--- config.mk ---
export PLATFORM = sky130hd
export DESIGN_NAME = mem_req_arbiter_flat
export DESIGN_NICKNAME = d
export VERILOG_FILES = /design/src/rtl/mem_req_arbiter_pkg.sv /design/src/rtl/mem_req_arbiter_if.sv /design/src/rtl/mem_req_arbiter_prio_pick.sv /design/src/rtl/mem_req_arbiter.sv /design/src/flat_wrapper.sv
export SDC_FILE = /design/constraint.sdc
export NUM_CORES = 1
export LEC_CHECK = 0
export ABC_CLOCK_PERIOD_IN_PS = 3200
export CAP_MARGIN = 20
export CORE_MARGIN = 5
export CORE_UTILIZATION = 43
export DETAILED_ROUTE_END_ITERATION = 16
export PLACE_DENSITY = 0.85
export SLEW_MARGIN = 20
export SYNTH_ARGS = -nofsm -noshare
export SYNTH_HDL_FRONTEND = slang
export SYNTH_SLANG_ARGS = --single-unit
--- constraint.sdc ---
create_clock -name clk -period 3.2 [get_ports clk]
set_input_delay 0.64 -clock clk [delete_from_list [all_inputs] [get_ports clk]]
set_output_delay 0.64 -clock clk [all_outputs]
set_load 0.02 [all_outputs]
--- src/rtl/mem_req_arbiter_pkg.sv ---
// Shared constants for the memory request arbiter: opcodes, transaction kinds,
// IO region marker and the arbiter state encoding.
package mem_req_arbiter_pkg;

  localparam logic TRUE  = 1'b1;
  localparam logic FALSE = 1'b0;

  localparam logic [5:0] OP_LB  = 6'd1;
  localparam logic [5:0] OP_LH  = 6'd2;
  localparam logic [5:0] OP_LW  = 6'd3;
  localparam logic [5:0] OP_LBU = 6'd4;
  localparam logic [5:0] OP_LHU = 6'd5;
  localparam logic [5:0] OP_SB  = 6'd6;
  localparam logic [5:0] OP_SH  = 6'd7;
  localparam logic [5:0] OP_SW  = 6'd8;

  localparam logic [1:0] KIND_NONE  = 2'b00;
  localparam logic [1:0] KIND_FETCH = 2'b01;
  localparam logic [1:0] KIND_LOAD  = 2'b10;
  localparam logic [1:0] KIND_STORE = 2'b11;

  localparam logic [1:0] IO_FIELD = 2'b11;

  typedef enum logic [1:0] {
    ST_IDLE = 2'd0,
    ST_BUSY = 2'd1,
    ST_DONE = 2'd2
  } arb_state_e;

endpackage

--- src/rtl/mem_req_arbiter_if.sv ---
// Requester and memory-controller channel of the arbiter. The slave modport is
// the arbiter's view, the master modport is the surrounding pipeline/controller.
interface mem_req_arbiter_if;
  logic        rdy;
  logic        rollback;
  logic        io_buffer_full;

  logic        if_req;
  logic [31:0] if_addr;
  logic        if_ack;
  logic [31:0] if_data;

  logic        ld_req;
  logic [31:0] ld_addr;
  logic [5:0]  ld_op;
  logic        ld_ack;
  logic [31:0] ld_data;

  logic        st_req;
  logic [31:0] st_addr;
  logic [31:0] st_data;
  logic [5:0]  st_op;
  logic        st_ack;

  logic        mc_valid;
  logic [1:0]  mc_kind;
  logic [31:0] mc_addr;
  logic [31:0] mc_wdata;
  logic [5:0]  mc_op;
  logic        mc_abort;
  logic        mc_done;
  logic [31:0] mc_rdata;

  modport slave (
    input  rdy, rollback, io_buffer_full,
    input  if_req, if_addr, ld_req, ld_addr, ld_op,
    input  st_req, st_addr, st_data, st_op,
    input  mc_done, mc_rdata,
    output if_ack, if_data, ld_ack, ld_data, st_ack,
    output mc_valid, mc_kind, mc_addr, mc_wdata, mc_op, mc_abort
  );

  modport master (
    output rdy, rollback, io_buffer_full,
    output if_req, if_addr, ld_req, ld_addr, ld_op,
    output st_req, st_addr, st_data, st_op,
    output mc_done, mc_rdata,
    input  if_ack, if_data, ld_ack, ld_data, st_ack,
    input  mc_valid, mc_kind, mc_addr, mc_wdata, mc_op, mc_abort
  );
endinterface

--- src/rtl/mem_req_arbiter_prio_pick.sv ---
// Combinational eligibility and priority selection: store > load > fetch,
// except that a fetch that has lost STARVE_LIMIT rounds wins outright.
module mem_prio_pick
  import mem_req_arbiter_pkg::*;
#(
  parameter int STARVE_LIMIT = 4
) (
  input  logic       st_req_i,
  input  logic [1:0] st_io_field_i,
  input  logic       ld_req_i,
  input  logic [1:0] ld_io_field_i,
  input  logic       if_req_i,
  input  logic       io_buffer_full_i,
  input  logic [3:0] starve_i,
  output logic [1:0] grant_kind_o
);
  localparam logic [3:0] LIMIT = 4'(STARVE_LIMIT);

  logic stBlocked;
  logic stEligible;
  logic ldEligible;

  // An IO load must not overtake an IO store that is stuck behind the IO buffer.
  always_comb begin
    stBlocked    = st_req_i && (st_io_field_i == IO_FIELD) && io_buffer_full_i;
    stEligible   = st_req_i && !stBlocked;
    ldEligible   = ld_req_i && !((ld_io_field_i == IO_FIELD) && stBlocked);
    grant_kind_o = KIND_NONE;
    if (if_req_i && (starve_i == LIMIT)) begin
      grant_kind_o = KIND_FETCH;
    end else if (stEligible) begin
      grant_kind_o = KIND_STORE;
    end else if (ldEligible) begin
      grant_kind_o = KIND_LOAD;
    end else if (if_req_i) begin
      grant_kind_o = KIND_FETCH;
    end
  end

endmodule

--- src/rtl/mem_req_arbiter.sv ---
// Serialises icache fetches, LSB loads and ROB stores onto the single memory
// controller, one transaction at a time, with rollback and IO back-pressure.
module mem_req_arbiter
  import mem_req_arbiter_pkg::*;
#(
  parameter int STARVE_LIMIT = 4,
  parameter int IO_BIT       = 16
) (
  input  logic             clk,
  input  logic             rst,
  mem_req_arbiter_if.slave bus
);
  localparam logic [3:0] LIMIT = 4'(STARVE_LIMIT);

  arb_state_e  state_q, state_d;
  logic [3:0]  starve_q, starve_d;
  logic [1:0]  grantKind;
  logic        abortable;
  logic        ackSuppress;

  logic        mcValid_q, mcValid_d;
  logic [1:0]  mcKind_q, mcKind_d;
  logic [31:0] mcAddr_q, mcAddr_d;
  logic [31:0] mcWdata_q, mcWdata_d;
  logic [5:0]  mcOp_q, mcOp_d;
  logic        mcAbort_q, mcAbort_d;
  logic        ifAck_q, ifAck_d;
  logic        ldAck_q, ldAck_d;
  logic        stAck_q, stAck_d;
  logic [31:0] ifData_q, ifData_d;
  logic [31:0] ldData_q, ldData_d;

  mem_prio_pick #(
    .STARVE_LIMIT(STARVE_LIMIT)
  ) u_pick (
    .st_req_i        (bus.st_req),
    .st_io_field_i   (bus.st_addr[IO_BIT+1:IO_BIT]),
    .ld_req_i        (bus.ld_req),
    .ld_io_field_i   (bus.ld_addr[IO_BIT+1:IO_BIT]),
    .if_req_i        (bus.if_req),
    .io_buffer_full_i(bus.io_buffer_full),
    .starve_i        (starve_q),
    .grant_kind_o    (grantKind)
  );

  // Committed stores are never cancelled; only reads can be aborted.
  assign abortable = (mcKind_q != KIND_STORE);

  always_ff @(posedge clk) begin
    if (rst) begin
      state_q   <= ST_IDLE;
      starve_q  <= 4'd0;
      mcValid_q <= FALSE;
      mcKind_q  <= KIND_NONE;
      mcAddr_q  <= 32'd0;
      mcWdata_q <= 32'd0;
      mcOp_q    <= 6'd0;
      mcAbort_q <= FALSE;
      ifAck_q   <= FALSE;
      ldAck_q   <= FALSE;
      stAck_q   <= FALSE;
      ifData_q  <= 32'd0;
      ldData_q  <= 32'd0;
    end else if (bus.rdy) begin
      state_q   <= state_d;
      starve_q  <= starve_d;
      mcValid_q <= mcValid_d;
      mcKind_q  <= mcKind_d;
      mcAddr_q  <= mcAddr_d;
      mcWdata_q <= mcWdata_d;
      mcOp_q    <= mcOp_d;
      mcAbort_q <= mcAbort_d;
      ifAck_q   <= ifAck_d;
      ldAck_q   <= ldAck_d;
      stAck_q   <= stAck_d;
      ifData_q  <= ifData_d;
      ldData_q  <= ldData_d;
    end
  end

  always_comb begin
    state_d  = state_q;
    starve_d = starve_q;
    unique case (state_q)
      ST_IDLE: begin
        if (!bus.rollback && (grantKind != KIND_NONE)) begin
          state_d = ST_BUSY;
          if (grantKind == KIND_FETCH) begin
            starve_d = 4'd0;
          end else if (bus.if_req && (starve_q != LIMIT)) begin
            starve_d = starve_q + 4'd1;
          end
        end
      end
      ST_BUSY: begin
        if (bus.rollback && abortable) begin
          state_d = ST_IDLE;
        end else if (bus.mc_done) begin
          state_d = ST_DONE;
        end
      end
      ST_DONE: state_d = ST_IDLE;
      default: state_d = ST_IDLE;
    endcase
    if (bus.rollback) begin
      starve_d = 4'd0;
    end
  end

  always_comb begin
    mcValid_d = mcValid_q;
    mcKind_d  = mcKind_q;
    mcAddr_d  = mcAddr_q;
    mcWdata_d = mcWdata_q;
    mcOp_d    = mcOp_q;
    mcAbort_d = FALSE;
    ifAck_d   = FALSE;
    ldAck_d   = FALSE;
    stAck_d   = FALSE;
    ifData_d  = ifData_q;
    ldData_d  = ldData_q;
    unique case (state_q)
      ST_IDLE: begin
        if (!bus.rollback && (grantKind != KIND_NONE)) begin
          mcValid_d = TRUE;
          mcKind_d  = grantKind;
          unique case (grantKind)
            KIND_STORE: begin
              mcAddr_d  = bus.st_addr;
              mcWdata_d = bus.st_data;
              mcOp_d    = bus.st_op;
            end
            KIND_LOAD: begin
              mcAddr_d  = bus.ld_addr;
              mcWdata_d = 32'd0;
              mcOp_d    = bus.ld_op;
            end
            default: begin
              mcAddr_d  = bus.if_addr;
              mcWdata_d = 32'd0;
              mcOp_d    = 6'd0;
            end
          endcase
        end
      end
      ST_BUSY: begin
        if (bus.rollback && abortable) begin
          mcValid_d = FALSE;
          mcAbort_d = TRUE;
        end else if (bus.mc_done) begin
          mcValid_d = FALSE;
          unique case (mcKind_q)
            KIND_FETCH: begin
              ifAck_d  = TRUE;
              ifData_d = bus.mc_rdata;
            end
            KIND_LOAD: begin
              ldAck_d  = TRUE;
              ldData_d = bus.mc_rdata;
            end
            default: stAck_d = TRUE;
          endcase
        end
      end
      default: ;
    endcase
  end

  // A flush landing on the ack cycle of a read cancels that ack.
  assign ackSuppress = bus.rdy && bus.rollback && (state_q == ST_DONE) && abortable;

  assign bus.if_ack   = ifAck_q && !ackSuppress;
  assign bus.ld_ack   = ldAck_q && !ackSuppress;
  assign bus.st_ack   = stAck_q;
  assign bus.if_data  = ifData_q;
  assign bus.ld_data  = ldData_q;
  assign bus.mc_valid = mcValid_q;
  assign bus.mc_kind  = mcKind_q;
  assign bus.mc_addr  = mcAddr_q;
  assign bus.mc_wdata = mcWdata_q;
  assign bus.mc_op    = mcOp_q;
  assign bus.mc_abort = mcAbort_q;

endmodule

--- src/flat_wrapper.sv ---
// flat-port wrapper written by rule: the top's interface ports become plain ports
module mem_req_arbiter_flat import mem_req_arbiter_pkg::*;
#(
  parameter int STARVE_LIMIT = 4,
  parameter int IO_BIT       = 16
)
  (clk, rst, bus_rdy, bus_rollback, bus_io_buffer_full, bus_if_req, bus_if_addr, bus_ld_req, bus_ld_addr, bus_ld_op, bus_st_req, bus_st_addr, bus_st_data, bus_st_op, bus_mc_done, bus_mc_rdata, bus_if_ack, bus_if_data, bus_ld_ack, bus_ld_data, bus_st_ack, bus_mc_valid, bus_mc_kind, bus_mc_addr, bus_mc_wdata, bus_mc_op, bus_mc_abort);
  mem_req_arbiter_if bus_i ();
  input  logic clk;
  input  logic rst;
  input wire logic [$bits(bus_i.rdy)-1:0] bus_rdy;
  input wire logic [$bits(bus_i.rollback)-1:0] bus_rollback;
  input wire logic [$bits(bus_i.io_buffer_full)-1:0] bus_io_buffer_full;
  input wire logic [$bits(bus_i.if_req)-1:0] bus_if_req;
  input wire logic [$bits(bus_i.if_addr)-1:0] bus_if_addr;
  input wire logic [$bits(bus_i.ld_req)-1:0] bus_ld_req;
  input wire logic [$bits(bus_i.ld_addr)-1:0] bus_ld_addr;
  input wire logic [$bits(bus_i.ld_op)-1:0] bus_ld_op;
  input wire logic [$bits(bus_i.st_req)-1:0] bus_st_req;
  input wire logic [$bits(bus_i.st_addr)-1:0] bus_st_addr;
  input wire logic [$bits(bus_i.st_data)-1:0] bus_st_data;
  input wire logic [$bits(bus_i.st_op)-1:0] bus_st_op;
  input wire logic [$bits(bus_i.mc_done)-1:0] bus_mc_done;
  input wire logic [$bits(bus_i.mc_rdata)-1:0] bus_mc_rdata;
  output wire logic [$bits(bus_i.if_ack)-1:0] bus_if_ack;
  output wire logic [$bits(bus_i.if_data)-1:0] bus_if_data;
  output wire logic [$bits(bus_i.ld_ack)-1:0] bus_ld_ack;
  output wire logic [$bits(bus_i.ld_data)-1:0] bus_ld_data;
  output wire logic [$bits(bus_i.st_ack)-1:0] bus_st_ack;
  output wire logic [$bits(bus_i.mc_valid)-1:0] bus_mc_valid;
  output wire logic [$bits(bus_i.mc_kind)-1:0] bus_mc_kind;
  output wire logic [$bits(bus_i.mc_addr)-1:0] bus_mc_addr;
  output wire logic [$bits(bus_i.mc_wdata)-1:0] bus_mc_wdata;
  output wire logic [$bits(bus_i.mc_op)-1:0] bus_mc_op;
  output wire logic [$bits(bus_i.mc_abort)-1:0] bus_mc_abort;
  assign bus_i.rdy = bus_rdy;
  assign bus_i.rollback = bus_rollback;
  assign bus_i.io_buffer_full = bus_io_buffer_full;
  assign bus_i.if_req = bus_if_req;
  assign bus_i.if_addr = bus_if_addr;
  assign bus_i.ld_req = bus_ld_req;
  assign bus_i.ld_addr = bus_ld_addr;
  assign bus_i.ld_op = bus_ld_op;
  assign bus_i.st_req = bus_st_req;
  assign bus_i.st_addr = bus_st_addr;
  assign bus_i.st_data = bus_st_data;
  assign bus_i.st_op = bus_st_op;
  assign bus_i.mc_done = bus_mc_done;
  assign bus_i.mc_rdata = bus_mc_rdata;
  assign bus_if_ack = bus_i.if_ack;
  assign bus_if_data = bus_i.if_data;
  assign bus_ld_ack = bus_i.ld_ack;
  assign bus_ld_data = bus_i.ld_data;
  assign bus_st_ack = bus_i.st_ack;
  assign bus_mc_valid = bus_i.mc_valid;
  assign bus_mc_kind = bus_i.mc_kind;
  assign bus_mc_addr = bus_i.mc_addr;
  assign bus_mc_wdata = bus_i.mc_wdata;
  assign bus_mc_op = bus_i.mc_op;
  assign bus_mc_abort = bus_i.mc_abort;
  mem_req_arbiter #(.STARVE_LIMIT(STARVE_LIMIT), .IO_BIT(IO_BIT)) u_core (.clk(clk), .rst(rst), .bus(bus_i));
endmodule
* Yosys cells after proc, flatten, opt, wreduce, memory -nomap -nowiden *
Index checks and enable logic that the tools add are counted.

storage, ports and cells
  register bits = 147

cells by class
  add/sub/neg operators = 1
  equality and inequality tests = 14
  multiplexer cells = 34
  bitwise gates (word level) = 1
  reduce and logical (&&, ||, !) cells = 31

operator list
  cell                                                   number
  case mux 32 bit (2 select lines)                       1
  2-to-1 mux 32 bit                                      1
  2-to-1 mux 4 bit                                       5
  2-to-1 mux 1 bit                                       18
  logical AND 1 bit                                      14
  == test 2 bit, second input constant                   6
  2-to-1 mux 2 bit                                       6
  case mux 6 bit (2 select lines)                        1
  AND reduction 5 bit                                    2
  AND reduction 4 bit                                    2
  nonzero test 2 bit                                     4
  == test 2 x 1 -> 1 bit, second input constant          3
  AND reduction 3 bit                                    2
  adder 4 x 1 -> 4 bit, second input constant            1
  == test 4 x 3 -> 1 bit, second input constant          1
  logical NOT 1 bit                                      4
  inequality test 4 x 3 -> 1 bit, second input constant  1
  case mux 2 bit (2 select lines)                        1
  inequality test 3 x 2 -> 1 bit, second input constant  1
  nonzero test 3 bit                                     1
  logical NOT 2 bit                                      1
  inequality test 2 x 1 -> 1 bit, second input constant  1
  inequality test 2 bit, second input constant           1
  case mux 1 bit (2 select lines)                        1
  2 further kinds                                        2

* Longest topological paths before layout *
  depth after elaboration = 14
  mapped depth = 8
  mapped depth without buffers = 7

* Cells and area by module *
Synthesis repeated with hierarchy kept, for this count alone.

second synthesis, totals
  cell total of the unflattened synthesis = 693
  area total of the unflattened synthesis = 6188.4 µm²

by module, submodules not included
  module           times used  cells each  area each (µm²)  sequential area each (µm²)
  mem_req_arbiter  1           685         6134.6           2942.8
  mem_prio_pick    1           8           53.8             0.0

* Least setup slack after synthesis *
Ideal clock, no wire load.

  kind = input -> register
  start = input bus_io_buffer_full
  end = register u_core.mcAddr_q[17] (netlist: u_core.bus.mc_addr[17])
  library setup time = 123 ps
  arrival = 1785 ps
  data required time = 3077 ps
  path slack = 1293 ps
  cell stages on the path = 8
  path buffers = 3
  cells stage by stage = nand3_2 -> and2_1 -> buf_6 -> o31a_4 -> buf_12 -> buf_12 -> o21ai_1 -> nor2_1

between the ends
  cells in the longest elaborated chain, start to end = 10
  elaborated cells on any way between the ends = 15
  classes of those cells = 2 x eq/ne; 4 x mux; 9 x reduce/logical

ends and longest elaborated chain
  element                        RTL line                         source
  start, declared                flat_wrapper.sv:13               input wire logic [$bits(bus_i.io_buffer_full)-1:0] bus_io_buffer_full;
  logical AND 1 bit *            mem_req_arbiter_prio_pick.sv:25  stBlocked = st_req_i && (st_io_field_i == IO_FIELD) && io_buffer_full_i;
  logical AND 1 bit              mem_req_arbiter_prio_pick.sv:27  ldEligible = ld_req_i && !((ld_io_field_i == IO_FIELD) && stBlocked);
  logical NOT 1 bit              mem_req_arbiter_prio_pick.sv:27
  logical AND 1 bit              mem_req_arbiter_prio_pick.sv:27
  2-to-1 mux 2 bit               mem_req_arbiter_prio_pick.sv:33  end else if (ldEligible) begin
  2-to-1 mux 2 bit *             mem_req_arbiter_prio_pick.sv:31  end else if (stEligible) begin
  2-to-1 mux 2 bit *             mem_req_arbiter_prio_pick.sv:29  if (if_req_i && (starve_i == LIMIT)) begin
  nonzero test 2 bit             mem_req_arbiter.sv:124           if (!bus.rollback && (grantKind != KIND_NONE)) begin
  logical AND 1 bit              mem_req_arbiter.sv:124
  AND reduction 3 bit (no line)  --
  end signal, assigned           mem_req_arbiter.sv:69            mcAddr_q <= mcAddr_d;
  end, declared                  mem_req_arbiter.sv:23            logic [31:0] mcAddr_q, mcAddr_d;

Mark *: on every way between the ends. The rest lies on a longest branch, timed or not.
A chain may end at the register's enable or synchronous reset.

* Worst setup path in the final report *
  start = input bus_rollback
  end = output bus_ld_ack

between the ends
  cells in the longest elaborated chain, start to end = 5

ends and longest elaborated chain
  element                          RTL line                source
  start, declared                  flat_wrapper.sv:12      input wire logic [$bits(bus_i.rollback)-1:0] bus_rollback;
  logical AND 1 bit (3 in series)  mem_req_arbiter.sv:170  assign ackSuppress = bus.rdy && bus.rollback && (state_q == ST_DONE) && abortable;
  logical NOT 1 bit                mem_req_arbiter.sv:173  assign bus.ld_ack = ldAck_q && !ackSuppress;
  logical AND 1 bit                mem_req_arbiter.sv:173
  end, declared                    flat_wrapper.sv:27      output wire logic [$bits(bus_i.ld_ack)-1:0] bus_ld_ack;

Every way passes these cells.

==> impl_metrics.yaml <==
synth:
  synth_top_family_by_area: "compound AO/OA/AOI/OAI gates"
  synth-main-ff-cell: "dfxtp_1"
  syn-num-nets: 893
  synth_simple_gate_area_frac: 0.196
  synthXorXnorAreaFrac: 0
  synthCells: 707
  yosysWarnings: 0
  ys_ff_latch: 147
  synth-edff-count: 0
  synthMuxAreaShare: 0.00165
  synth.distinct_cells: 45
  synth_fa_ha_area_frac: 0.0103
  syn_area_um2: 6080
  syn_area_per_cell_um2: 8.60
  ys_seq_area_frac: 0.484
  postSynth.asyncResetShare: 0
  synth-compound-area-share: 0.241
sta:
  slew_violations: 0
  finalSetupViolCount: 0
  period_needed_ns: 2.94
  finalSetupTns_ns: 0
  rsz0062_at_grt: "no"
  tightest_slew_ns: 1.04
  fmaxAchievable_mhz: 340
  fin_skew_ns: 0.00915
  hold_viol_final: 0
  fin_crit_sh: 0.919
  slew_headroom: 0.308
min_path:
  hp-class: "reg2reg"
drt:
  avgViaCountPerCell: 5.40
  first_iter_violations: 623
  drt_wl_total_mm: 22.7
  remaining_drc_errors: 0
  wl_per_cell_um: 18.9
  ant_nets: 0
  detail_route.first_pass.iterations: 8
  vias: 6474
grt:
  track_usage: 0.264
  grt_max_degree: 100
  grt_pass1_wl_mm: 34.1
  antenna_found_initial: 6
  gr-total-overflow: 0
  grt_pass1_vias: 6146
worst_setup_path:
  max_stage_delay_ns: 0.56
  cp_common_cell: "clkdlybuf4s50_1"
  critPathSlowestCell: "clkdlybuf4s50_1"
  critPathKind: "in2out"
  cp.required_ns: 2.56
  end_kind: "output port"
  path_cells: "clkdlybuf4s50_1, and2b_1, nand4b_1, and2_1, clkdlybuf4s50_1"
  arrival_ns: 2.30
  cp_max_fo: 5
  start_kind: "input pin"
clocking:
  cts_resized: 0
  root_buffer: "clkbuf_16"
  cts_buffers: 17
  clock_sinks: 147
  post_cts_buffers: 0
  cts_tree: "built"
  clockBufferDepth: 2
  htreeDepth: 4
  cts_hold_buf: 0
  clkTransAtPathRegs_ns: 0.06
  clk_latency_ns: 0.42
place:
  port_buffers: 321
  place.gp.congestion: 0.854
  hpwl_mm: 16.5
  place_area_um2: 9290
floorplanning:
  coreArea_um2: 13900
  start_util: 0.438
  num_rows: 43
  die_w_um: 129
  io_pins: 322
  fp.dieArea_um2: 16600
  dieHeight_um: 129
power:
  vdd_ir_drop_max_mv: 0.357
  finalPower_w: 0.00459
  p_leak_nw: 3.41
  power_density_nw_per_um2: 462
layout:
  nNetsFinal: 1185
  drive_above_1_share: 0.0879
  final_common_cell: "clkdlybuf4s50_1"
  area_growth_pct: 63.3
  utilization: 0.715
  design_area_um2: 9920
  fill_cells: 1086
  layout_common_cells: "clkdlybuf4s50_1, nand2_1, dfxtp_1"
job:
  max-cap-violations: 0
status:
  outcome: "completed"
state kept, by name (all words and copies together), names as in the netlist:
name	flops
u_core.bus.mc_addr	32
u_core.bus.mc_wdata	32
u_core.bus.mc_op	6
u_core.bus.st_ack	1
u_core.bus.if_data	32
u_core.bus.mc_valid	1
u_core.ldAck_q	1
u_core.bus.mc_kind	2
u_core.state_q	2
u_core.ifAck_q	1
u_core.bus.ld_data	32
u_core.starve_q	4
u_core.bus.mc_abort	1
cell usage after synthesis (3+ instances only):
cell        n  area [µm²]
and3_1     12        75.1
clkbuf_1   18        67.6
buf_12      3        60.1
nand2_1   177         664
nand3_1    16        80.1
ha_1        5        62.6
dfxtp_1   147        2940
and2_1      5        31.3
o21ai_1     3        15.0
inv_1       8        30.0
nand3_2    19         190
buf_6       4        45.0
buf_4       8        60.1
buf_2      28         140
a21oi_1   125         626
a222oi_1   30         300
nor2_1      6        22.5
a21oi_2    18         158
o21ai_0    41         205
metrics by stage:
stage / hold slack, ns / std cells / setup WS, ns
6_report: 0.451 / 1198 / 0.258
5_1_grt: 0.468 / 1198 / 0.213
4_1_cts: 0.451 / 1191 / 0.262
3_5_place_dp: 0.442 / 1159 / 0.261
3_3_place_gp: 0.440 / 1159 / 0.279
2_1_floorplan: 0.432 / 707 / 1.29
where the power goes:
group / switching, W / internal (W)
Clock: 0.000784 / 0.00122
Combinational: 0.000309 / 0.000362
Sequential: 0.0000303 / 0.00188
worst max-delay path, delay by kind of cell:
kind / cells / cell delay [ns]
simple gates: 3 / 0.56
buf+inv: 2 / 1.10
final timing paths:
path / cells past startpoint / slack (ns) / from / end
worst min-delay path: 2 / 0.45 / u_core.ifAck_q$_SDFFE_PP0P_ / u_core.ifAck_q$_SDFFE_PP0P_
worst min register to register: 2 / 0.45 / u_core.ifAck_q$_SDFFE_PP0P_ / u_core.ifAck_q$_SDFFE_PP0P_
worst max-delay path: 5 / 0.26 / bus_rollback / bus_ld_ack
worst max register to register: 7 / 1.11 / u_core.bus.mc_kind[1]$_SDFFE_PP0P_ / u_core.bus.ld_data[7]$_SDFFE_PP0P_
layer usage:
layer | share of wire | wire length (µm) | up-vias | track usage
met1 | 0.36 | 8270 | 3004 | 0.303
met4 | 0.028 | 643 | 0 | 0.122
met2 | 0.51 | 11500 | 335 | 0.449
met3 | 0.098 | 2220 | 43 | 0.0805
met5 | 0 | 0 | - | 0
li1 | - | - | 3092 | -
kinds of logic after synthesis:
family	count (synthesis)
buffers and inverters	69
AOI/OAI and AO/OA	234
DFF	147
and+or+nand+nor	251
muxes	1
adders and majority gates	5
area by class of cell:
| class | count | area (µm²) | share of cell area |
|---|---|---|---|
| clock buffers | 18 | 429 | 0.0432 |
| repair buffers | 334 | 3380 | 0.340 |
| multi-input cells | 491 | 2740 | 0.276 |
| flip-flops and latches | 147 | 2940 | 0.297 |
| diodes | 6 | 15.0 | 0.00151 |
| clock inverters | 14 | 163 | 0.0164 |
| well taps | 180 | 225 | 0.0227 |
| inverters | 8 | 30.0 | 0.00303 |
Power figures use the tool's default switching activity.
